File: src/rtl/spi_tx_mlane.sv
// Multi-lane SPI transmit shifter with word FIFO: 1/2/4-lane output, MSB/LSB-first ordering,
// length-terminated transfers and underrun abort when the FIFO runs dry at a word boundary.
module spi_tx_mlane #(
  parameter int unsigned DATA_W     = 32,
  parameter int unsigned LEN_W      = 16,
  parameter int unsigned FIFO_DEPTH = 4
) (
  input  logic                        clk_i,
  input  logic                        rst_i,
  input  logic                        en_i,
  input  logic                        tx_edge_i,
  input  logic [1:0]                  lane_mode_i,
  input  logic                        lsb_first_i,
  input  logic [LEN_W-1:0]            tx_len_i,
  input  logic                        tx_len_update_i,
  input  logic [DATA_W-1:0]           tx_data_i,
  input  logic                        tx_data_vld_i,
  output logic                        tx_data_rdy_o,
  output logic [3:0]                  sdo_o,
  output logic [3:0]                  sdo_oe_o,
  output logic                        tx_done_o,
  output logic                        underrun_o,
  output logic                        busy_o,
  output logic [$clog2(FIFO_DEPTH):0] fifo_level_o
);

  localparam int unsigned AW  = $clog2(FIFO_DEPTH);
  localparam int unsigned LVW = AW + 1;
  localparam int unsigned CW  = LEN_W + 1;
  localparam int unsigned WW  = $clog2(DATA_W) + 1;

  typedef enum logic [1:0] {StIdle, StLoad, StShift} state_e;

  state_e            state_q, state_d;
  logic [DATA_W-1:0] mem_q [FIFO_DEPTH];
  logic [AW-1:0]     wr_ptr_q, rd_ptr_q;
  logic [LVW-1:0]    level_q;
  logic              fifo_full, fifo_empty, push, pop;
  logic [LEN_W-1:0]  len_q, len_snap_q;
  logic [1:0]        mode_q;
  logic              lsb_q;
  logic [DATA_W-1:0] sreg_q;
  logic [CW-1:0]     bit_cnt_q;
  logic [WW-1:0]     word_cnt_q;
  logic [2:0]        lanes;
  logic              last_beat, word_end, start, shift_edge;

  assign fifo_full     = (level_q == LVW'(FIFO_DEPTH));
  assign fifo_empty    = (level_q == '0);
  assign tx_data_rdy_o = !fifo_full;
  assign push          = tx_data_vld_i && !fifo_full;
  assign fifo_level_o  = level_q;

  always_ff @(posedge clk_i or posedge rst_i) begin
    if (rst_i) begin
      wr_ptr_q <= '0;
      rd_ptr_q <= '0;
      level_q  <= '0;
    end else begin
      if (push) wr_ptr_q <= wr_ptr_q + 1'b1;
      if (pop)  rd_ptr_q <= rd_ptr_q + 1'b1;
      if (push && !pop)      level_q <= level_q + 1'b1;
      else if (!push && pop) level_q <= level_q - 1'b1;
    end
  end

  // Storage needs no reset: the level counter alone defines validity.
  always_ff @(posedge clk_i) begin
    if (push) mem_q[wr_ptr_q] <= tx_data_i;
  end

  always_comb begin
    case (mode_q)
      2'd1:    lanes = 3'd2;
      2'd2:    lanes = 3'd4;
      default: lanes = 3'd1;
    endcase
  end

  assign last_beat  = (bit_cnt_q + CW'(lanes)) >= CW'(len_snap_q);
  assign word_end   = (word_cnt_q + WW'(lanes)) == WW'(DATA_W);
  assign start      = en_i && !fifo_empty && (len_q != '0);
  assign shift_edge = (state_q == StShift) && tx_edge_i;

  always_ff @(posedge clk_i or posedge rst_i) begin
    if (rst_i) state_q <= StIdle;
    else       state_q <= state_d;
  end

  always_comb begin
    state_d = state_q;
    case (state_q)
      StIdle:  if (start) state_d = StLoad;
      StLoad:  state_d = StShift;
      StShift: if (tx_edge_i && (last_beat || (word_end && fifo_empty))) state_d = StIdle;
      default: state_d = StIdle;
    endcase
  end

  always_comb begin
    busy_o     = (state_q != StIdle);
    tx_done_o  = shift_edge && last_beat;
    underrun_o = shift_edge && !last_beat && word_end && fifo_empty;
    pop        = (state_q == StLoad) || (shift_edge && !last_beat && word_end && !fifo_empty);
    sdo_o      = 4'h0;
    sdo_oe_o   = 4'h0;
    if (state_q == StShift) begin
      case (lanes)
        3'd4: begin
          sdo_oe_o = 4'hf;
          sdo_o    = lsb_q ? sreg_q[3:0] : sreg_q[DATA_W-1 -: 4];
        end
        3'd2: begin
          sdo_oe_o   = 4'h3;
          sdo_o[1:0] = lsb_q ? sreg_q[1:0] : sreg_q[DATA_W-1 -: 2];
        end
        default: begin
          sdo_oe_o = 4'h1;
          sdo_o[0] = lsb_q ? sreg_q[0] : sreg_q[DATA_W-1];
        end
      endcase
    end
  end

  always_ff @(posedge clk_i or posedge rst_i) begin
    if (rst_i) begin
      len_q      <= '0;
      len_snap_q <= '0;
      mode_q     <= '0;
      lsb_q      <= 1'b0;
      sreg_q     <= '0;
      bit_cnt_q  <= '0;
      word_cnt_q <= '0;
    end else begin
      if (tx_len_update_i) len_q <= tx_len_i;
      if (state_q == StIdle && start) begin
        len_snap_q <= len_q;
        mode_q     <= lane_mode_i;
        lsb_q      <= lsb_first_i;
      end
      if (state_q == StLoad) begin
        sreg_q     <= mem_q[rd_ptr_q];
        bit_cnt_q  <= '0;
        word_cnt_q <= '0;
      end else if (shift_edge) begin
        bit_cnt_q <= bit_cnt_q + CW'(lanes);
        // Word refill lands on the same edge so the next beat follows without a gap.
        if (pop) begin
          sreg_q     <= mem_q[rd_ptr_q];
          word_cnt_q <= '0;
        end else begin
          word_cnt_q <= word_cnt_q + WW'(lanes);
          sreg_q     <= lsb_q ? (sreg_q >> lanes) : (sreg_q << lanes);
        end
      end
    end
  end

endmodule

File: config.mk
export PLATFORM = sky130hd
export DESIGN_NAME = spi_tx_mlane
export DESIGN_NICKNAME = d
export VERILOG_FILES = /design/src/rtl/spi_tx_mlane.sv
export SDC_FILE = /design/constraint.sdc
export NUM_CORES = 1
export LEC_CHECK = 0
export ABC_AREA = 1
export CORE_MARGIN = 2
export CORE_UTILIZATION = 25
export CTS_CLUSTER_DIAMETER = 30
export CTS_CLUSTER_SIZE = 40
export DETAILED_ROUTE_END_ITERATION = 16
export GPL_TIMING_DRIVEN = 0
export SLEW_MARGIN = 20
export SYNTH_ARGS = -nofsm -noshare
export SYNTH_HDL_FRONTEND = slang
export SYNTH_SLANG_ARGS = --single-unit
File: constraint.sdc
create_clock -name clk_i -period 11.6 [get_ports clk_i]
set_input_delay 2.32 -clock clk_i [delete_from_list [all_inputs] [get_ports clk_i]]
set_output_delay 2.32 -clock clk_i [all_outputs]
set_load 0.005 [all_outputs]
==> results of run 1 <==
per-stage QoR:
step	setup WS [ns]	util	power (mW)	cell area (sq um)	hold WS, ns
2_1_floorplan	6.27	-	2.36	12200	0.459
3_3_place_gp	4.91	0.282	2.95	13700	0.473
3_5_place_dp	5.07	0.285	3.00	13900	0.493
4_1_cts	4.57	0.321	4.43	15600	0.504
5_1_grt	4.09	0.321	4.71	15600	0.524
6_report	4.57	0.321	4.43	15600	0.495
power by group through the flow:
stage / Clock (mW) / Sequential, mW / Combinational (mW)
after floorplan: 0 / 1.16 / 1.20
after global placement: 0 / 1.19 / 1.76
after detailed placement: 0 / 1.19 / 1.81
after CTS: 1.43 / 1.18 / 1.82
after global routing: 1.48 / 1.20 / 2.03
final: 1.41 / 1.18 / 1.84
registers in the layout (all words and copies together), names as in the netlist, 2 cells and up:
signal	cells
len_q	16
mode_q	2
wr_ptr_q	2
word_cnt_q	6
sreg_q	32
bit_cnt_q	17
state_q	2
len_snap_q	16
mem_q	128
rd_ptr_q	2
fifo_level_o	3
placed cells by master, fill, tap and decap left out, drive strengths merged, types with 2 or more instances in the layout:
cell type	Yosys	routed
nand2	449	449
edfxtp	128	128
inv	120	126
clkbuf	61	120
a21oi	118	118
dfrtp	99	99
o21ai	94	94
nand3	82	82
clkdlybuf4s50	0	70
nor2	63	63
o22ai	37	37
a32o	33	33
ha	29	29
buf	23	28
clkinv	1	22
mux2	15	15
xor2	13	13
nor3	8	8
mux2i	8	8
nand4	6	6
a21boi	5	5
xnor2	5	5
nor4	5	5
clkinvlp	0	4
bufinv	0	4
or2	3	3
o21a	2	2
o211ai	2	2
final cells by class:
| type | count | area (sq um) | area share |
|---|---|---|---|
| clock inverter | 35 | 377 | 0.0241 |
| buffer | 84 | 354 | 0.0227 |
| timing repair buffer | 75 | 838 | 0.0537 |
| sequential | 227 | 6320 | 0.405 |
| inverter | 121 | 459 | 0.0294 |
| clock buffer | 59 | 1350 | 0.0862 |
| multi-input combinational | 990 | 5130 | 0.329 |
| tap | 622 | 778 | 0.0499 |
kinds of logic (layout without fill, tap and decap cells):
group / count (synthesis) / after routing
xor gates and xnor gates: 18 / 18
DFF: 227 / 227
and+or+nand+nor: 620 / 620
buffers and inverters: 205 / 374
muxes: 23 / 23
AOI/OAI and AO/OA: 299 / 299
adders and majority gates: 30 / 30
how the worst max path moves through the flow:
stage	end	slack, ns
2_1_floorplan	underrun_o	6.27
5_1_grt	underrun_o	4.09
3_5_place_dp	tx_done_o	5.07
3_3_place_gp	sreg_q[19]	4.91
6_report	underrun_o	4.57
4_1_cts	underrun_o	4.57
metal layers:
metal / track usage / share of wire / vias up
met5: 0 / 0 / -
met4: 0.0481 / 0.024 / 0
met3: 0.0293 / 0.056 / 67
met2: 0.252 / 0.47 / 323
met1: 0.208 / 0.45 / 5167
li1: - / - / 5108
worst min-delay path, delay by kind of cell (launching register included):
family,cells,cell delay (ns)
DFF,1,0.34
AOI/OAI and AO/OA,1,0.07
and+or+nand+nor,1,0.05
==> results.toml, run 1 <==
[synthesis]
synth.area.mux_share = 0.0204
synthTopCellsByCount = "nand2_1 (445), edfxtp_1 (128), a21oi_1 (118)"
synth_top_family_by_area = "simple AND/OR/NAND/NOR gates"
synth-compound-area-share = 0.144
netlist_instances = 1422
synthSimpleGateAreaFrac = 0.208
seq_area_frac_synth = 0.517
synth_xor_area_frac = 0.0135
ys_seq_elements = 227
synth_area_sq_um = 12200
synthTopCellsByArea = "edfxtp_1 (31%), dfrtp_1 (20%), nand2_1 (14%)"
synth.most_common_cell = "nand2_1"
synth_ff_type = "edfxtp_1"
ys_warn_count = 0
synthesis.nets = 1509
synth_edf_count = 128
syn_avg_cell_area_sq_um = 8.60
ys_types = 49
synthAdderAreaFrac = 0.0313
ys_async_sr_fraction = 0.436
synth_area_leader_cell = "edfxtp_1"
synth.top_cell.area_share = 0.314

[power_and_ir_drop]
p_int_mw = 2.59
p_per_area_nw_per_um2 = 284
swShare = 0.415
leakagePower_nw = 6.60
pwr-share-clk = 0.319
p_seq_frac = 0.266
combPwrFrac = 0.415
switching_power_mw = 1.83
vdd.ir_drop.worst_mv = 0.127

[worst_hold_path]
whs_endpoint = "bit_cnt_q[0]"
hp-start = "bit_cnt_q[0]"
hold_path.class = "flip-flop to flip-flop"
min_path_cells = 2

[worst_setup_path]
path_depth = 25
path_delay_family = "simple AND/OR/NAND/NOR gates"
crit_top_cell = "nand2_1"
worstSetupPathType = "flip-flop to primary output"
critPathCaptureType = "primary output"
start_kind = "flip-flop"
r2r_slack_ns = 6.63
max_stage_delay_ns = 0.53
startpoint = "mode_q[0]"
r2r-end = "fifo_level_o[1]"
crit_fanout = 5
worstReg2RegStart = "mode_q[0]"
reg2reg_depth = 30
cp_slowest_cell = "clkdlybuf4s50_1"
cp_num_buf_inv = 3
required_ns = 9.28
critical_path_arrival_ns = 4.71

[finish]
final_cells = 2213
diodes = 0
area_delta_synth_final_pct = 27.6
fill_cells = 5087
nets = 1636
drive_gt1_frac = 0.0893

[placed_design]
port_buffers = 70
hpwl_mm = 28.5
post-place-cells = 2119
gp_routability_congestion = 0.915

[clocking]
cts-resized-gates = 0
h-tree-depth = 2
cts_tree = "yes"
cts_buffers = 50
cts_setup_buffers = 0
clk_latency_ns = 0.57
cts_root_buf = "clkbuf_16"
clock_sinks = 227
cts.clk_slew.worst_paths_ns = 0.05
hold_buffers = 0
cts_max_path_buffers = 3

[sta]
max-slew-margin-rel = 0.451
fin_worst_skew_ns = 0.0431
min_period_over_period = 0.606
finalSetupViolCount = 0
rsz0062_at_grt = "no"
fmax_ghz = 0.142
worstMarginPinSlew_ns = 0.823
hold_violations = 0
fin_crit_ns = 7.03
fin_setup_tns_ns = 0
slew_violations = 0

[global_routing]
grt_max_degree = 52
grt.total_usage = 0.155
grt_pass1_vias = 10897
overflow = 0
grt_pass1_wl_mm = 61.3
antenna_found_initial = 0

[floorplan]
core_area_sq_um = 48600
dieArea_sq_um = 50700
row_count = 81
die_w_microns = 225
die_h_microns = 225
initial_utilization = 0.251
io_pins = 72

[run]
drv_cap = 0

[routing]
first_pass_iters = 6
wl_per_cell_microns = 17.7
viasPerCell = 4.82
routed_wl_mm = 39.3
vias = 10665
drc = 0
drtIter0Drc = 878
drtAntennaViolNets = 0

[outcome]
status = "finished, final reports clean"
Power figures use the tool's default switching activity.
==> run 2, diff against run 1 <==
==> constraint.sdc (replaced) <==
create_clock -name clk_i -period 6.05 [get_ports clk_i]
set_input_delay 1.21 -clock clk_i [delete_from_list [all_inputs] [get_ports clk_i]]
set_output_delay 1.21 -clock clk_i [all_outputs]
set_load 0.005 [all_outputs]
==> run 2 against run 1 <==
Flip-flop and latch count stayed put. Register-to-register slack worse by 5.4 ns. Clock skew hardly changed. Count of clock-buffer cells in the layout stayed put. Highest routed layer unchanged. Critical endpoint is now tx_done_o. First-iteration DRC count is 0.91% lower. Clock power is 92% higher. Sequential power is 92% higher. Largest power group unchanged. Setup slack worse by 4.2 ns.
==> results.toml, run 2 (synthesized netlist as in run 1, its figures left out) <==
[outcome]
status = "finished, final reports clean"

[finish]
area_delta_synth_final_pct = 28.2
nets = 1637
postLayoutCellArea_sq_um = 15700
largest_reg_flops = 128
final_common_cell = "nand2_1"
top_register = "mem_q"
reg_top3 = "mem_q: 128 flops, sreg_q: 32 flops, bit_cnt_q: 17 flops"
final_cells = 2214
final_util = 0.322
drive_gt1_frac = 0.0967
final_cell_mix = "nand2_1 (443), edfxtp_1 (128), a21oi_1 (118)"
diodes = 0

[worst_setup_path]
crit_top_cell = "nand2_1"
required_ns = 4.84
path_delay_family = "simple AND/OR/NAND/NOR gates"
cp_num_buf_inv = 3
critPathCaptureType = "primary output"
max_stage_delay_ns = 0.52
critical_path_arrival_ns = 4.49
worstSetupPathType = "flip-flop to primary output"
crit_fanout = 5
cp_slowest_cell = "clkdlybuf4s50_1"
start_kind = "flip-flop"

[placed_design]
post-place-cells = 2119
port_buffers = 70
dpl_cell_area_sq_um = 13900
hpwl_mm = 28.5
gp_routability_congestion = 0.915

[floorplan]
initial_utilization = 0.251
die_h_microns = 225
io_pins = 72
die_w_microns = 225
core_area_sq_um = 48600
dieArea_sq_um = 50700
row_count = 81

[sta]
fin_crit_ns = 5.70
fin_worst_skew_ns = 0.0426
hold_violations = 0
min_period_over_period = 0.942
slew_violations = 0
fin_setup_tns_ns = 0
max-slew-margin-rel = 0.452
finalSetupViolCount = 0
worstMarginPinSlew_ns = 0.821
fmax_ghz = 0.175

[clocking]
cts_max_path_buffers = 3
clock_sinks = 227
cts_root_buf = "clkbuf_16"
cts_buffers = 50
cts_tree = "yes"
cts.clk_slew.worst_paths_ns = 0.04
h-tree-depth = 2
hold_buffers = 0
clk_latency_ns = 0.57

[routing]
drtAntennaViolNets = 0
drtIter0Drc = 870
vias = 10680
drc = 0
first_pass_iters = 5
routed_wl_mm = 39.3
viasPerCell = 4.82
wl_per_cell_microns = 17.8

[power_and_ir_drop]
switching_power_mw = 3.54
p_seq_frac = 0.266
vdd.ir_drop.worst_mv = 0.244
p_total_mw = 8.52
pwr-share-clk = 0.318
p_int_mw = 4.98
p_per_area_nw_per_um2 = 544
swShare = 0.415
combPwrFrac = 0.417
leakagePower_nw = 6.63

[global_routing]
grt_pass1_vias = 10897
grt_pass1_wl_mm = 61.3
overflow = 0
antenna_found_initial = 0
grt_max_degree = 52
grt.total_usage = 0.155

[run]
drv_cap = 0

[worst_hold_path]
hold_path.class = "flip-flop to flip-flop"
==> run 2: cell count changes in the layout (fill, tap and decap cells not counted), moves of 2 or more <==
cell / delta
ha_1: -2
nand2_1: -2
nor2_1: -4
nor2_2: +4
xor2_1: -2
==> run 2: area by class of cell <==
class	count	area, sq um
multi-input cells	990	5190
clock inverters	35	377
inverters	121	459
plain buffers	84	354
repair buffers	76	848
well taps	622	778
clock buffers	59	1350
fillers	5083	33000
flip-flops and latches	227	6320
==> run 2: metrics by stage <==
step,setup slack (ns),hold slack (ns)
6_report,0.350,0.506
5_1_grt,-0.0156,0.523
4_1_cts,0.132,0.504
3_5_place_dp,0.751,0.493
3_3_place_gp,0.472,0.473
2_1_floorplan,1.83,0.459
==> run 2: power groups by stage <==
stage	Clock [mW]	Combinational, mW	Sequential [mW]
after global routing	2.84	3.92	2.30
after detailed placement	0	3.47	2.28
after global placement	0	3.37	2.29
after CTS	2.75	3.49	2.26
final	2.71	3.55	2.26
after floorplan	0	2.30	2.22
==> run 2: final timing paths <==
| check | cells after the start | start | slack, ns | to |
|---|---|---|---|---|
| max | 25 | mode_q[0] | 0.35 | tx_done_o |
| min | 2 | word_cnt_q[0] | 0.51 | word_cnt_q[0] |
| max reg2reg | 28 | mode_q[0] | 1.27 | fifo_level_o[1] |
| min reg2reg | 2 | word_cnt_q[0] | 0.51 | word_cnt_q[0] |
| max in group asynchronous | 3 | rst_i | 4.32 | sreg_q[26] |
| min in group asynchronous | 2 | rst_i | 1.06 | len_q[14] |
==> run 2: worst register-to-register path: cells and delay by family, from the launching register on <==
kind / cells / cell delay (ns)
AO/OA/AOI/OAI: 2 / 0.33
AND/OR/NAND/NOR: 13 / 1.52
adder cells (fa/ha/maj): 4 / 1.04
flip-flops: 1 / 0.42
buffers and inverters: 7 / 0.81
XOR/XNOR: 2 / 0.50
==> run 2: per-layer routing <==
layer  vias to the layer above  GRT usage  wire length, microns
li1                       5117          -                     -
met1                      5163      0.208                 17700
met2                       329      0.252                 18300
met3                        71     0.0293                  2360
met4                         0     0.0481                   986
met5                         -          0                     0
==> run 2: repair_timing <==
item | in CTS | in global routing
resized for setup | 0 | 14
buffers inserted | 0 | 1
setup endpoints to repair | 0 | 2
hold endpoints to repair | 0 | 0
